--- config.mk ---
export PLATFORM = sky130hd
export DESIGN_NAME = ex_stage_pipe
export DESIGN_NICKNAME = d
export VERILOG_FILES = /design/src/rtl/ex_pipe_pkg.sv /design/src/rtl/ex_pipe_reg.sv /design/src/rtl/ex_stage_pipe.sv
export SDC_FILE = /design/constraint.sdc
export NUM_CORES = 1
export LEC_CHECK = 0
export CAP_MARGIN = 10
export CORE_UTILIZATION = 36
export DETAILED_ROUTE_END_ITERATION = 7
export GPL_ROUTABILITY_DRIVEN = 0
export PLACE_DENSITY = 0.77
export SETUP_SLACK_MARGIN = 0.15
export SLEW_MARGIN = 5
export SYNTH_ARGS = -nofsm -noshare
export SYNTH_HDL_FRONTEND = slang
export SYNTH_HIERARCHICAL = 1
export SYNTH_SLANG_ARGS = --single-unit
--- constraint.sdc ---
create_clock -name clk -period 3.7 [get_ports clk]
set_input_delay 1.11 -clock clk [delete_from_list [all_inputs] [get_ports clk]]
set_output_delay 1.11 -clock clk [all_outputs]
set_load 0.005 [all_outputs]
--- src/rtl/ex_pipe_pkg.sv ---
// ex_pipe_pkg: shared constants and types for the EX/MEM pipeline back end
//   NZCV bit indices, default widths, control bundle type and its bubble value
package ex_pipe_pkg;
    localparam int N_BIT = 3;
    localparam int Z_BIT = 2;
    localparam int C_BIT = 1;
    localparam int V_BIT = 0;
    localparam int DEF_DATA_W = 32;
    localparam int DEF_ADDR_W = 32;
    localparam int DEF_REG_ADDR_W = 4;
    localparam int DEF_OFFS_W = 24;
    typedef struct packed {
        logic valid;
        logic wb_en;
        logic mem_r_en;
        logic mem_w_en;
    } ctrl_t;
    localparam int CTRL_W = $bits(ctrl_t);
    localparam ctrl_t CTRL_BUBBLE = '0;
endpackage

--- src/rtl/ex_pipe_reg.sv ---
// ex_pipe_reg: pipeline register slice with freeze (hold) and flush (bubble)
//   clk, rst (async active-low), freeze, flush, d_in[WIDTH] -> q_out[WIDTH]
//   On flush, bits set in BUBBLE_MASK take BUBBLE_VAL; the rest keep their value.
module ex_pipe_reg #(
    parameter int WIDTH = 8,
    parameter logic [WIDTH-1:0] BUBBLE_MASK = '0,
    parameter logic [WIDTH-1:0] BUBBLE_VAL = '0
) (
    input  logic             clk,
    input  logic             rst,
    input  logic             freeze,
    input  logic             flush,
    input  logic [WIDTH-1:0] d_in,
    output logic [WIDTH-1:0] q_out
);
    logic [WIDTH-1:0] data_q, data_d;
    // flush wins over freeze so a stalled slot can still be killed
    always_comb data_d = flush ? (data_q & ~BUBBLE_MASK) | (BUBBLE_VAL & BUBBLE_MASK)
                       : freeze ? data_q : d_in;
    always_ff @(posedge clk or negedge rst)
        if (!rst) data_q <= '0;
        else data_q <= data_d;
    assign q_out = data_q;
endmodule

--- src/rtl/ex_stage_pipe.sv ---
// ex_stage_pipe: EX/MEM boundary register, NZCV status, branch target, hazard taps
//   in : clk, rst (async active-low), in_valid, freeze, flush, control bits,
//        alu_res_in, val_rm_in, dest_in, flags_in, pc_in, offset_in
//   out: registered EX/MEM bundle, status_out, combinational branch and
//        EX-side hazard info, registered MEM-side hazard info
module ex_stage_pipe
    import ex_pipe_pkg::*;
#(
    parameter int DATA_W = DEF_DATA_W,
    parameter int ADDR_W = DEF_ADDR_W,
    parameter int REG_ADDR_W = DEF_REG_ADDR_W,
    parameter int OFFS_W = DEF_OFFS_W
) (
    input  logic                  clk,
    input  logic                  rst,
    input  logic                  in_valid,
    input  logic                  freeze,
    input  logic                  flush,
    input  logic                  wb_en_in,
    input  logic                  mem_r_en_in,
    input  logic                  mem_w_en_in,
    input  logic                  status_w_en_in,
    input  logic                  branch_taken_in,
    input  logic [DATA_W-1:0]     alu_res_in,
    input  logic [DATA_W-1:0]     val_rm_in,
    input  logic [REG_ADDR_W-1:0] dest_in,
    input  logic [3:0]            flags_in,
    input  logic [ADDR_W-1:0]     pc_in,
    input  logic [OFFS_W-1:0]     offset_in,
    output logic                  valid_out,
    output logic                  wb_en_out,
    output logic                  mem_r_en_out,
    output logic                  mem_w_en_out,
    output logic [DATA_W-1:0]     alu_res_out,
    output logic [DATA_W-1:0]     val_rm_out,
    output logic [REG_ADDR_W-1:0] dest_out,
    output logic [3:0]            status_out,
    output logic                  branch_taken_out,
    output logic [ADDR_W-1:0]     branch_addr_out,
    output logic                  hz_ex_wb_en,
    output logic [REG_ADDR_W-1:0] hz_ex_dest,
    output logic                  hz_mem_wb_en,
    output logic [REG_ADDR_W-1:0] hz_mem_dest
);
    localparam int PAY_W = 2 * DATA_W + REG_ADDR_W;
    localparam int BUNDLE_W = CTRL_W + PAY_W;
    ctrl_t ctrl_in, ctrl_out;
    logic [BUNDLE_W-1:0] bundle_q;
    logic [3:0] status_q, status_d;
    logic [ADDR_W-1:0] offs_ext;
    logic q;
    assign q = in_valid & ~flush;
    always_comb begin
        ctrl_in.valid    = in_valid;
        ctrl_in.wb_en    = wb_en_in & in_valid;
        ctrl_in.mem_r_en = mem_r_en_in & in_valid;
        ctrl_in.mem_w_en = mem_w_en_in & in_valid;
    end
    // bubble clears only the control bits; data/dest keep their old values
    ex_pipe_reg #(
        .WIDTH(BUNDLE_W),
        .BUBBLE_MASK({{CTRL_W{1'b1}}, {PAY_W{1'b0}}}),
        .BUBBLE_VAL({CTRL_BUBBLE, {PAY_W{1'b0}}})
    ) u_reg (
        .clk(clk),
        .rst(rst),
        .freeze(freeze),
        .flush(flush),
        .d_in({ctrl_in, alu_res_in, val_rm_in, dest_in}),
        .q_out(bundle_q)
    );
    assign {ctrl_out, alu_res_out, val_rm_out, dest_out} = bundle_q;
    assign valid_out = ctrl_out.valid;
    assign wb_en_out = ctrl_out.wb_en;
    assign mem_r_en_out = ctrl_out.mem_r_en;
    assign mem_w_en_out = ctrl_out.mem_w_en;
    always_comb status_d = (status_w_en_in & q & ~freeze) ? flags_in : status_q;
    always_ff @(posedge clk or negedge rst)
        if (!rst) status_q <= '0;
        else status_q <= status_d;
    assign status_out = status_q;
    assign offs_ext = {{(ADDR_W-OFFS_W){offset_in[OFFS_W-1]}}, offset_in};
    assign branch_taken_out = branch_taken_in & q;
    assign branch_addr_out = pc_in + (offs_ext << 2);
    assign hz_ex_wb_en = wb_en_in & in_valid;
    assign hz_ex_dest = dest_in;
    assign hz_mem_wb_en = wb_en_out & valid_out;
    assign hz_mem_dest = dest_out;
endmodule
---- Yosys cells after proc, flatten, opt, wreduce, memory -nomap -nowiden ----
Index checks and enable logic that the tools add are counted.
word-level totals
  register bits ........................... 76
  input port bits ......................... 138
  output and inout port bits .............. 119
  word-level logic and storage cells ...... 18
operators by class
  add/sub/neg operators ................... 1
  equal/unequal tests ..................... 1
  multiplexer cells ....................... 2
  bitwise operators ....................... 10
  reductions and logical operators ........ 1
operator list
  cell                number
  $mux 72             2
  $add 32x32->32      1
  $and 1x1->1         8
  $ne 2x1->1 const B  1
  $not 1->1           2
  $reduce_and 2->1    1

---- Longest topological paths before layout ----
  word-level depth ........................ 4
  depth in mapped cells ................... 9
  gate-level depth less buffers ........... 9

---- Modules after synthesis ----
Netlist, hierarchy kept.
modules (own cells, without submodules)
  module         times used  cells each  area each (um2)  seq. area each (um2)
  ex_pipe_reg    1           157         2787.7           1801.7
  ex_stage_pipe  1           286         2094.5           100.1

---- Least setup slack after synthesis ----
OpenSTA, ideal clock, no wires.
  kind .................................... input-to-output
  start point ............................. in pc_in[2]
  end point ............................... out branch_addr_out[18]
  arrival ................................. 2.768 ns
  required time ........................... 2.590 ns
  path slack .............................. -0.178 ns
  cell stages on the path ................. 9
  path buffers ............................ 0
  cell sequence ........................... ha_1 inv_1 fa_1 nand2b_1 a21oi_1 o21a_1 o2111ai_1 mux2_2 and2_1
between the ends
  word-level cells in the longest chain between the ends .. 1
RTL lines
  element         line                 source
  from (decl)     ex_stage_pipe.sv:28  input logic [ADDR_W-1:0] pc_in,
  $add 32x32->32  ex_stage_pipe.sv:84  assign branch_addr_out = pc_in + (offs_ext << 2);
  to (decl)       ex_stage_pipe.sv:39  output logic [ADDR_W-1:0] branch_addr_out,
No other way between the ends.

---- Worst setup path in the final report ----
  start point ............................. in offset_in[0]
  end point ............................... out branch_addr_out[18]
between the ends
  word-level cells in the longest chain between the ends .. 1
RTL lines
  element         line                 source
  from (decl)     ex_stage_pipe.sv:29  input logic [OFFS_W-1:0] offset_in,
  $add 32x32->32  ex_stage_pipe.sv:84
No other way between the ends.

==> metrics.txt <==
outcome complete, but fails checks; violated checks DRC, setup timing; VDD IR max 0.3055 mV; Core Footprint 13240 sq um; IO Port Bufs 252; Critical Path Fanout Max 3; die width 118.5 microns; WL per Instance 18.27 microns; clk buf depth 2; Post-Syn Area 4882 sq um; vias 5044; CTS Root Cell clkbuf_16; Slew Limit Fails 0; PwrDens 364.4 nW/um^2; Int Power 2.496 mW; data required time of the worst path 2590 ps; Buf+Inv Stages, Crit Path 3; H-tree depth 3; DRC 1; Setup Skew 0 ps; vias in the first global route 5321; share of layout cells above drive strength 1 49.75%; Netlist cell types 67; CTS buffer count 9; Comb pwr share 41.8%; R2R cell count 1; delay-heaviest family, CP compound AO/OA/AOI/OAI gates; I/O pins 257; Worst Hold Depth 1; setup TNS -6182 ps; asr flop ratio synth 100.0%; Critical-path top delay cell fa_2; Initial Util 36.87%; worst setup margin -375.7 ps; CTS tree done; top_reg_cell synth dfrtp_1; slew of the pin with the lowest slew margin 824.3 ps; RSZ-0062 raised after global routing yes; remaining antenna violation count 0; crit-path cells buf_6 > ha_4 > inv_2 > fa_2 > nand2b_4 > a21oi_4 > o21a_1 > o2111ai_4 > mux2_4 > and2_4 > buf_6; Hold Crit Class reg -> reg; Synth area leaders dfrtp_1 (39%), mux2_2 (12%), ha_1 (7.4%); DP HPWL 13.04 mm; area leader, netlist dfrtp_1; Final Hold Fails 0; post-synth top area share 38.95%; Critical Path Sink Type output pin; Total Die Area 14030 sq um; first-pass GRT wire length 28.12 mm; critical path depth in cells 11; Die Y 118.5 microns; gr usage total 25.38%; FF+latch count, synth 76; sequential area share after synthesis 38.95%; vias per cell 5.085; CP arrival 2970 ps; min Tclk post-route 4076 ps; clock sink count 76; nets 978; Post-synth EDFFs 0; switch share 27.57%; crit start category input port; Sequential Power Share 29.6%; # rows 42; Fmax 245.4 MHz; Max Cap Violations 0; WHS 503.9 ps; Post-Syn Nets 611; syn_area_per_cell 11.02 sq um; initial antenna violation count 2; Clock Pin Slew Worst Setup and Hold Paths 50 ps; Max stage delay on crit path 330 ps; Mapped Cells 443; Synthesis Warnings 6; Layout area overhead 93.75%; crit share post-route 110.2%; CP most frequent cell buf_6; Clock power frac 28.6%; total gr overflow 0; Setup CP Type in -> out; Switch Pwr 950.4 uW; leakage power 4.055 nW; Slew HR 44.30%; Util after Layout 71.43%; DRT iter0 DRCs 183; clk_lat worst skew 330 ps; Post-Route WL 18.12 mm; # setup viols final 24; Initial DRT Pass Iterations 7; largest net degree at the start of global routing 45
repair_timing:
| item | 4_1_cts | 5_1_grt |
|---|---|---|
| pin swaps | 101 | 23 |
| hold buffers | 0 | 0 |
| endpoints found under the setup margin | 29 | 28 |
| setup buffers | 42 | 7 |
| resized for setup | 398 | 29 |
| endpoints found under the hold margin | 0 | 0 |
cells by family (layout without fill, tap and decap cells):
| kind of cell | count (synthesis) | after routing | synth area share (%) |
|---|---|---|---|
| AOI/OAI and AO/OA | 101 | 101 | 14.43 |
| and+or+nand+nor | 101 | 101 | 10.71 |
| other | 0 | 2 | 0 |
| adders and majority gates | 30 | 30 | 7.842 |
| xor gates and xnor gates | 20 | 20 | 3.588 |
| muxes | 78 | 78 | 19.40 |
| buffers and inverters | 37 | 408 | 5.074 |
| DFF | 76 | 76 | 38.95 |
stage by stage:
stage	area, sq um	cells	worst slack, ps	power, mW
finish	9459	992	-375.7	3.447
floorplan	5172	443	-51.75	1.554
global placement	8303	926	-1152	2.286
detailed placement	8303	926	-1219	2.317
global route	9459	992	-448.6	3.604
CTS	9308	983	-369.4	3.416
per-layer routing:
metal / wire [microns] / vias up / track usage [%]
met5: 0 / - / 0
met4: 563 / 0 / 8.782
met3: 736 / 38 / 4.826
met2: 10000 / 171 / 48.05
met1: 6819 / 2472 / 28.09
li1: - / 2363 / -
layout make-up:
class | instances | area (sq um)
flip-flops and latches | 76 | 1902
clock buffers | 9 | 225.2
well taps | 176 | 220.2
clock inverters | 6 | 112.6
fillers | 948 | 3784
inverters | 9 | 33.78
multi-input cells | 330 | 3560
repair buffers | 384 | 3401
diodes | 2 | 5.005
registers in the layout, indices dropped and copies added (netlist names):
signal and count:
status_out 4, u_reg/q_out 72
cells in the mapped netlist (all sizes together) (7+ instances only):
library cell and count:
a21o 7, a21oi 31, and2 7, buf 26, dfrtp 76, ha 29
inv 9, mux2 73, nand2 29, nor2 22, nor3 8, o21ai 18
xnor2 13, xor2 7
worst paths after layout:
check / startpoint / endpoint / slack (ps)
min in group asynchronous: rst / u_reg/q_out[50] / 840
min: u_reg/q_out[19] / u_reg/q_out[19] / 500
max: offset_in[0] / branch_addr_out[18] / -380
max reg2reg: u_reg/q_out[17] / u_reg/q_out[17] / 2900
max in group asynchronous: rst / u_reg/q_out[30] / 2160
min reg2reg: u_reg/q_out[19] / u_reg/q_out[19] / 500
power groups by stage:
stage               clock, mW  combinational, mW  sequential, mW
global placement            0               1.26            1.02
floorplan                   0              0.515            1.04
global route             1.04               1.53            1.04
detailed placement          0               1.28            1.04
finish                  0.987               1.44            1.02
CTS                      1.01               1.38            1.02
cell usage in the layout, fill, tap and decap left out, types with 4 or more instances in the layout:
cell / instances
a211oi_2: 4
a21o_1: 6
a21oi_1: 8
a21oi_2: 14
a21oi_4: 9
a31oi_1: 4
and2_1: 6
buf_2: 46
buf_4: 109
buf_6: 39
clkbuf_16: 9
clkdlybuf4s50_1: 170
dfrtp_1: 76
dlygate4sd2_1: 12
ha_4: 28
inv_1: 6
mux2_2: 52
mux2_4: 21
mux2i_1: 5
nand2_1: 25
nand3_1: 5
nand4_1: 4
nor2_1: 16
nor2_2: 5
nor2b_1: 5
nor3_1: 5
o21a_1: 6
o21ai_1: 6
o21ai_2: 6
xnor2_1: 11
xor2_1: 6
Note: power is estimated with default switching activity, not from simulation.
